## src/rtl/mdio_peripheral.sv

```systemverilog
// MDIO (clause 22) management peripheral: decodes controller frames on MDC rises,
// issues register-file write/read strobes and serialises read data on MDC falls.
module mdio_peripheral #(
    parameter logic [4:0] PHY_ADDR = 5'd0
) (
    input  logic        clk,
    input  logic        reset,
    input  logic        MDC,
    input  logic        MDIO_OUT,
    input  logic        MDIO_OE,
    output logic        MDIO_IN,
    output logic        MDIO_IN_OE,
    output logic [4:0]  ADDR,
    output logic [15:0] WR_DATA,
    output logic        WR_STB,
    output logic        RD_STB,
    input  logic [15:0] MEM_RD_DATA,
    output logic        FRAME_ERR
);

    typedef enum logic [2:0] {
        S_IDLE  = 3'd0,
        S_START = 3'd1,
        S_HDR   = 3'd2,
        S_WR    = 3'd3,
        S_RD    = 3'd4,
        S_SKIP  = 3'd5
    } state_t;

    localparam logic [1:0] OP_WR       = 2'b01;
    localparam logic [1:0] OP_RD       = 2'b10;
    localparam logic [5:0] BIT_HDR_END = 6'd14;
    localparam logic [5:0] BIT_TA1     = 6'd15;
    localparam logic [5:0] BIT_D15     = 6'd16;
    localparam logic [5:0] BIT_D0      = 6'd31;
    localparam logic [5:0] BIT_LAST    = 6'd32;

    state_t      state_q, state_d;
    logic        mdc_q;
    logic [5:0]  cnt_q, cnt_d;
    logic [10:0] hdr_q, hdr_d;
    logic [14:0] wr_sr_q, wr_sr_d;
    logic [15:0] rd_sr_q, rd_sr_d;
    logic        rd_cap_q, rd_cap_d;
    logic        mdio_in_q, mdio_in_d;
    logic        mdio_in_oe_q, mdio_in_oe_d;
    logic [4:0]  addr_q, addr_d;
    logic [15:0] wr_data_q, wr_data_d;
    logic        wr_stb_q, wr_stb_d;
    logic        rd_stb_q, rd_stb_d;
    logic        frame_err_q, frame_err_d;

    logic        mdc_rise_s;
    logic        mdc_fall_s;
    logic [5:0]  bit_num_s;
    logic [11:0] hdr_full_s;
    logic [1:0]  op_s;
    logic [4:0]  phy_s;
    logic [4:0]  regad_s;

    assign mdc_rise_s = MDC & ~mdc_q;
    assign mdc_fall_s = ~MDC & mdc_q;
    assign bit_num_s  = cnt_q + 6'd1;
    // Bits 3..14 of the frame once the current rise's bit is appended.
    assign hdr_full_s = {hdr_q, MDIO_OUT};
    assign op_s       = hdr_full_s[11:10];
    assign phy_s      = hdr_full_s[9:5];
    assign regad_s    = hdr_full_s[4:0];

    // Next-state and output computation for the frame decoder.
    always_comb begin
        state_d     = state_q;
        cnt_d       = cnt_q;
        hdr_d       = hdr_q;
        wr_sr_d     = wr_sr_q;
        rd_cap_d    = rd_stb_q;
        addr_d      = addr_q;
        wr_data_d   = wr_data_q;
        wr_stb_d    = 1'b0;
        rd_stb_d    = 1'b0;
        frame_err_d = 1'b0;

        if (state_q == S_RD) begin
            mdio_in_d    = mdio_in_q;
            mdio_in_oe_d = mdio_in_oe_q;
        end else begin
            mdio_in_d    = 1'b0;
            mdio_in_oe_d = 1'b0;
        end

        // Register data arrives the clk after RD_STB; the first data fall is much later.
        if (rd_cap_q) begin
            rd_sr_d = MEM_RD_DATA;
        end else begin
            rd_sr_d = rd_sr_q;
        end

        case (state_q)
            S_IDLE: begin
                if (mdc_rise_s && MDIO_OE && !MDIO_OUT) begin
                    state_d = S_START;
                    cnt_d   = 6'd1;
                end else begin
                    cnt_d   = 6'd0;
                end
            end
            S_START: begin
                if (mdc_rise_s) begin
                    if (MDIO_OUT) begin
                        state_d = S_HDR;
                        cnt_d   = bit_num_s;
                    end else begin
                        state_d     = S_IDLE;
                        cnt_d       = 6'd0;
                        frame_err_d = 1'b1;
                    end
                end else begin
                    state_d = S_START;
                end
            end
            S_HDR: begin
                if (mdc_rise_s) begin
                    cnt_d = bit_num_s;
                    hdr_d = hdr_full_s[10:0];
                    if (bit_num_s == BIT_HDR_END) begin
                        if (op_s == OP_WR || op_s == OP_RD) begin
                            if (phy_s == PHY_ADDR) begin
                                if (op_s == OP_WR) begin
                                    state_d = S_WR;
                                end else begin
                                    state_d  = S_RD;
                                    rd_stb_d = 1'b1;
                                    addr_d   = regad_s;
                                end
                            end else begin
                                state_d = S_SKIP;
                            end
                        end else begin
                            state_d     = S_SKIP;
                            frame_err_d = 1'b1;
                        end
                    end else begin
                        state_d = S_HDR;
                    end
                end else begin
                    state_d = S_HDR;
                end
            end
            S_WR: begin
                if (mdc_rise_s) begin
                    wr_sr_d = {wr_sr_q[13:0], MDIO_OUT};
                    if (bit_num_s == BIT_LAST) begin
                        addr_d    = hdr_q[4:0];
                        wr_data_d = {wr_sr_q, MDIO_OUT};
                        wr_stb_d  = 1'b1;
                        state_d   = S_IDLE;
                        cnt_d     = 6'd0;
                    end else begin
                        cnt_d     = bit_num_s;
                    end
                end else begin
                    state_d = S_WR;
                end
            end
            S_RD: begin
                // Read data changes on MDC falls so the controller samples it on the next rise.
                if (mdc_fall_s) begin
                    if (cnt_q == BIT_TA1) begin
                        mdio_in_oe_d = 1'b1;
                        mdio_in_d    = 1'b0;
                    end else if (cnt_q >= BIT_D15 && cnt_q <= BIT_D0) begin
                        mdio_in_d = rd_sr_q[15];
                        rd_sr_d   = {rd_sr_q[14:0], 1'b0};
                    end else if (cnt_q == BIT_LAST) begin
                        mdio_in_oe_d = 1'b0;
                        mdio_in_d    = 1'b0;
                        state_d      = S_IDLE;
                        cnt_d        = 6'd0;
                    end else begin
                        state_d = S_RD;
                    end
                end else if (mdc_rise_s) begin
                    cnt_d = bit_num_s;
                end else begin
                    state_d = S_RD;
                end
            end
            S_SKIP: begin
                if (mdc_rise_s) begin
                    if (bit_num_s == BIT_LAST) begin
                        state_d = S_IDLE;
                        cnt_d   = 6'd0;
                    end else begin
                        cnt_d   = bit_num_s;
                    end
                end else begin
                    state_d = S_SKIP;
                end
            end
            default: begin
                state_d = S_IDLE;
                cnt_d   = 6'd0;
            end
        endcase
    end

    // State and registered-output flops with synchronous reset.
    always_ff @(posedge clk) begin
        if (reset) begin
            state_q      <= S_IDLE;
            mdc_q        <= 1'b0;
            cnt_q        <= 6'd0;
            hdr_q        <= 11'd0;
            wr_sr_q      <= 15'd0;
            rd_sr_q      <= 16'd0;
            rd_cap_q     <= 1'b0;
            mdio_in_q    <= 1'b0;
            mdio_in_oe_q <= 1'b0;
            addr_q       <= 5'd0;
            wr_data_q    <= 16'd0;
            wr_stb_q     <= 1'b0;
            rd_stb_q     <= 1'b0;
            frame_err_q  <= 1'b0;
        end else begin
            state_q      <= state_d;
            mdc_q        <= MDC;
            cnt_q        <= cnt_d;
            hdr_q        <= hdr_d;
            wr_sr_q      <= wr_sr_d;
            rd_sr_q      <= rd_sr_d;
            rd_cap_q     <= rd_cap_d;
            mdio_in_q    <= mdio_in_d;
            mdio_in_oe_q <= mdio_in_oe_d;
            addr_q       <= addr_d;
            wr_data_q    <= wr_data_d;
            wr_stb_q     <= wr_stb_d;
            rd_stb_q     <= rd_stb_d;
            frame_err_q  <= frame_err_d;
        end
    end

    assign MDIO_IN    = mdio_in_q;
    assign MDIO_IN_OE = mdio_in_oe_q;
    assign ADDR       = addr_q;
    assign WR_DATA    = wr_data_q;
    assign WR_STB     = wr_stb_q;
    assign RD_STB     = rd_stb_q;
    assign FRAME_ERR  = frame_err_q;

endmodule

```

## config.mk

```make
export PLATFORM = sky130hd
export DESIGN_NAME = mdio_peripheral
export DESIGN_NICKNAME = d
export VERILOG_FILES = /design/src/rtl/mdio_peripheral.sv
export SDC_FILE = /design/constraint.sdc
export NUM_CORES = 1
export LEC_CHECK = 0
export ABC_CLOCK_PERIOD_IN_PS = 3650
export CAP_MARGIN = 20
export CORE_ASPECT_RATIO = 1.4
export CORE_MARGIN = 4
export CORE_UTILIZATION = 50
export DETAILED_ROUTE_END_ITERATION = 8
export PLACE_DENSITY = 0.69
export SLEW_MARGIN = 20
export SYNTH_ARGS = -nofsm -noshare
export SYNTH_HDL_FRONTEND = slang
export SYNTH_SLANG_ARGS = --single-unit
```

## constraint.sdc

```tcl
create_clock -name clk -period 3.65 [get_ports clk]
set_input_delay 1.095 -clock clk [delete_from_list [all_inputs] [get_ports clk]]
set_output_delay 1.095 -clock clk [all_outputs]
set_load 0.005 [all_outputs]
```

==> results.ini <==
[worst_setup_path]
critical_path.slowest_cell=sky130_fd_sc_hd__clkdlybuf4s50_1
crit_path_end_kind=register
critPathMaxFanout=17
crit_arrival_ns=2.96
worst-setup-path-type=in2reg
required_ns=3.86
critical_path.max_stage_delay_ns=0.50
cell_by_cell_trace_of_the_critical_path=clkdlybuf4s50_1 -> or2b_4 -> nor4_4 -> nand2_1 -> buf_4 -> nor2_1 -> a211oi_1
start_kind=primary input

[die]
initial_core_util=0.519
fp.dieArea_sq_um=9170
core-area_sq_um=7410
die-width_microns=82.1
fp-row-count=37
ioPinCount=47
die_height_microns=112

[cells_and_area]
area_growth_syn_to_layout_pct=15.6
fraction_of_layout_instances_using_a_drive_strength_above_1=0.101
final_net_count=507
total_inserted_antenna_cells=0

[cts]
post_cts.resized_instances=0
cts_hold_buf=0
cts_made_buffers=9
post_cts_buffers=0
cts.reportedPaths.clkPinSlew_ns=0.08
clock_tree.buffer_depth=2
clk_latency_ns=0.36
h_tree_levels=3
clock_sinks=79
cts_root_buf=sky130_fd_sc_hd__clkbuf_8
tritoncts=built

[route]
drt-wirelength-per-cell_microns=14.3
vias_per_cell=5.45
initialDrtViolationCount=176
detail_route.first_pass.iterations=4
route.antenna.remaining_nets=0
drcViolationCount=0
vias=3180
routed_wl_mm=8.36

[sta]
timing.max_slew.rel_slack=0.423
slew_violations=0
max_clock_freq_mhz=363
final.period_utilization=0.755
clock-skew-final_ns=0.00809
final_number_of_hold_violating_endpoints=0
setup-violations-final=0
layout_min_cycle_time_ns=2.76
whs_ns=0.458
slew_worst_pin_ns=0.864
rsz0062_at_grt=no
fin_tns_setup_ns=0

[power_and_ir_drop]
cell_internal_pwr_w=0.00127
net-switching-power_w=0.000404
seq_power_share=0.527
cellPowerDensity_nw_per_um2=377
sw_frac_of_total=0.241
totalPowerFinal_w=0.00168
leakagePower_nw=1.54
max_ir_drop_vdd_mv=0.485
power.share.clock=0.403
power_frac_comb=0.070

[yosys]
yosysUniqueCellTypes=62
avgSynthCellArea_sq_um=8.50
number_of_synthesized_register_bits=79
synthFlopType=sky130_fd_sc_hd__dfxtp_1
yosys_warnings=0
synthesis.instances=452
number_of_enable_flip_flop_cells_after_synthesis=0
synth_area_sq_um=3840
asyncSetResetFlopFracSynth=0
synth-seq-area-share=0.412
syn_nets=477

[min_path]
worst_hold_path_type=reg2reg

[global_routing]
number_of_global_route_vias_before_repair=2961
number_of_antenna_violations_at_the_first_check_in_global_routing=0
grt_pass1_wl_mm=14.0
grt_start_max_net_pins=73
grt.total_usage=0.194
overflow=0

[placed_design]
port-buffer-count=46
dp.final_hpwl_mm=5.73
gpl.final_weighted_congestion=0.900

[flow_run]
drv.max_cap_violation_count=0

[status]
status=finished clean

## kinds of logic after synthesis
family,after synthesis,share of synthesized area
muxes,21,0.0547
xor gates and xnor gates,1,0.00228
buffers and inverters,39,0.0674
AOI/OAI and AO/OA,117,0.212
DFF,79,0.412
adders and majority gates,4,0.0130
and+or+nand+nor,191,0.239
## critical path: cells and delay by family
| kind | cells | cell delay [ns] |
|---|---|---|
| compound gates | 1 | 0.06 |
| simple gates | 4 | 0.99 |
| buf+inv | 2 | 0.81 |
## worst paths after layout
kind | end | slack (ns) | cells past startpoint | startpoint
worst min-delay path | WR_DATA[11]$_SDFFE_PP0P_ | 0.46 | 2 | WR_DATA[11]$_SDFFE_PP0P_
worst max-delay path | rd_sr_q[6]$_SDFF_PP0_ | 0.89 | 7 | MDC
worst min register to register | WR_DATA[11]$_SDFFE_PP0P_ | 0.46 | 2 | WR_DATA[11]$_SDFFE_PP0P_
worst max register to register | rd_sr_q[6]$_SDFF_PP0_ | 1.38 | 6 | state_q[2]$_SDFFE_PP0P_
## sequential cells by signal, indices dropped and copies added, names as in the netlist, 3 cells and up
register,flops
ADDR,5
rd_sr_q,16
hdr_q,11
cnt_q,6
WR_DATA,16
wr_sr_q,15
state_q,3
## area by class of cell
| cell class | count | area [sq um] |
|---|---|---|
| Multi-Input combinational cell | 334 | 2000 |
| Clock inverter | 4 | 51.3 |
| Inverter | 4 | 15.0 |
| Clock buffer | 12 | 155 |
| Timing Repair Buffer | 54 | 515 |
| Fill cell | 677 | 2970 |
| Sequential cell | 79 | 1580 |
| Tap cell | 97 | 121 |
## power groups by stage
stage	logic, W	registers (W)	clock network (W)
5_1_grt	0.000129	0.000886	0.000722
4_1_cts	0.000117	0.000884	0.000695
3_5_place_dp	0.000116	0.000904	0
2_1_floorplan	0.0000949	0.000891	0
3_3_place_gp	0.000115	0.000904	0
6_report	0.000117	0.000884	0.000675
## through the flow
stage | utilization | area [sq um] | worst slack, ns | cells
2_1_floorplan | - | 3840 | 1.35 | 452
3_3_place_gp | 0.572 | 4240 | 0.599 | 568
3_5_place_dp | 0.572 | 4240 | 0.535 | 568
4_1_cts | 0.600 | 4440 | 0.911 | 584
5_1_grt | 0.600 | 4440 | 0.767 | 584
6_report | 0.600 | 4440 | 0.894 | 584
## placed cells by master, fill, tap and decap left out, types with 2 or more instances in the layout
cell / n
sky130_fd_sc_hd__a31oi_1: 3
sky130_fd_sc_hd__a211oi_1: 20
sky130_fd_sc_hd__buf_4: 8
sky130_fd_sc_hd__o32ai_1: 3
sky130_fd_sc_hd__nand2_1: 100
sky130_fd_sc_hd__o21ai_1: 2
sky130_fd_sc_hd__clkdlybuf4s50_1: 45
sky130_fd_sc_hd__nor2_1: 32
sky130_fd_sc_hd__o21ai_0: 2
sky130_fd_sc_hd__or3_1: 2
sky130_fd_sc_hd__clkbuf_8: 11
sky130_fd_sc_hd__inv_1: 4
sky130_fd_sc_hd__nand4_1: 3
sky130_fd_sc_hd__nand3_1: 12
sky130_fd_sc_hd__nor3_1: 8
sky130_fd_sc_hd__a21o_1: 3
sky130_fd_sc_hd__nor2_4: 2
sky130_fd_sc_hd__nand2b_1: 6
sky130_fd_sc_hd__ha_1: 4
sky130_fd_sc_hd__mux2i_1: 21
sky130_fd_sc_hd__a21oi_1: 60
sky130_fd_sc_hd__o2bb2ai_1: 2
sky130_fd_sc_hd__dfxtp_1: 79
sky130_fd_sc_hd__nor2b_1: 10
sky130_fd_sc_hd__a211oi_2: 6
## cells in the mapped netlist (2+ instances only)
library cell                count  area [sq um]
sky130_fd_sc_hd__clkbuf_1      16          60.1
sky130_fd_sc_hd__clkbuf_8       3          41.3
sky130_fd_sc_hd__a31oi_1        3          18.8
sky130_fd_sc_hd__or3_1          2          12.5
sky130_fd_sc_hd__a211oi_2       6          75.1
sky130_fd_sc_hd__ha_1           4          50.1
sky130_fd_sc_hd__a211oi_1      20           150
sky130_fd_sc_hd__a21oi_1       60           300
sky130_fd_sc_hd__nor2_4         2          22.5
sky130_fd_sc_hd__o21ai_1        2          10.0
sky130_fd_sc_hd__nand2_1      100           375
sky130_fd_sc_hd__dfxtp_1       79          1580
sky130_fd_sc_hd__o2bb2ai_1      2          17.5
sky130_fd_sc_hd__inv_1          4          15.0
sky130_fd_sc_hd__nor3_1         8          40.0
sky130_fd_sc_hd__buf_2          4          20.0
sky130_fd_sc_hd__nand4_1        3          18.8
sky130_fd_sc_hd__nand3_1       12          60.1
sky130_fd_sc_hd__o21ai_0        2          10.0
sky130_fd_sc_hd__nor2b_1       10          62.6
sky130_fd_sc_hd__a21o_1         3          22.5
sky130_fd_sc_hd__nand2b_1       6          37.5
sky130_fd_sc_hd__o32ai_1        3          26.3
sky130_fd_sc_hd__buf_6          9           101
sky130_fd_sc_hd__nor2_1        32           120
sky130_fd_sc_hd__mux2i_1       21           210
## layer usage
| layer | wire (microns) | GRT usage | up-vias |
|---|---|---|---|
| met3 | 266 | 0.0413 | 19 |
| met1 | 3830 | 0.253 | 1464 |
| met2 | 4050 | 0.300 | 64 |
| met5 | 0 | 0 | - |
| li1 | - | - | 1633 |
| met4 | 217 | 0.0942 | 0 |
Power figures use the tool's default switching activity.
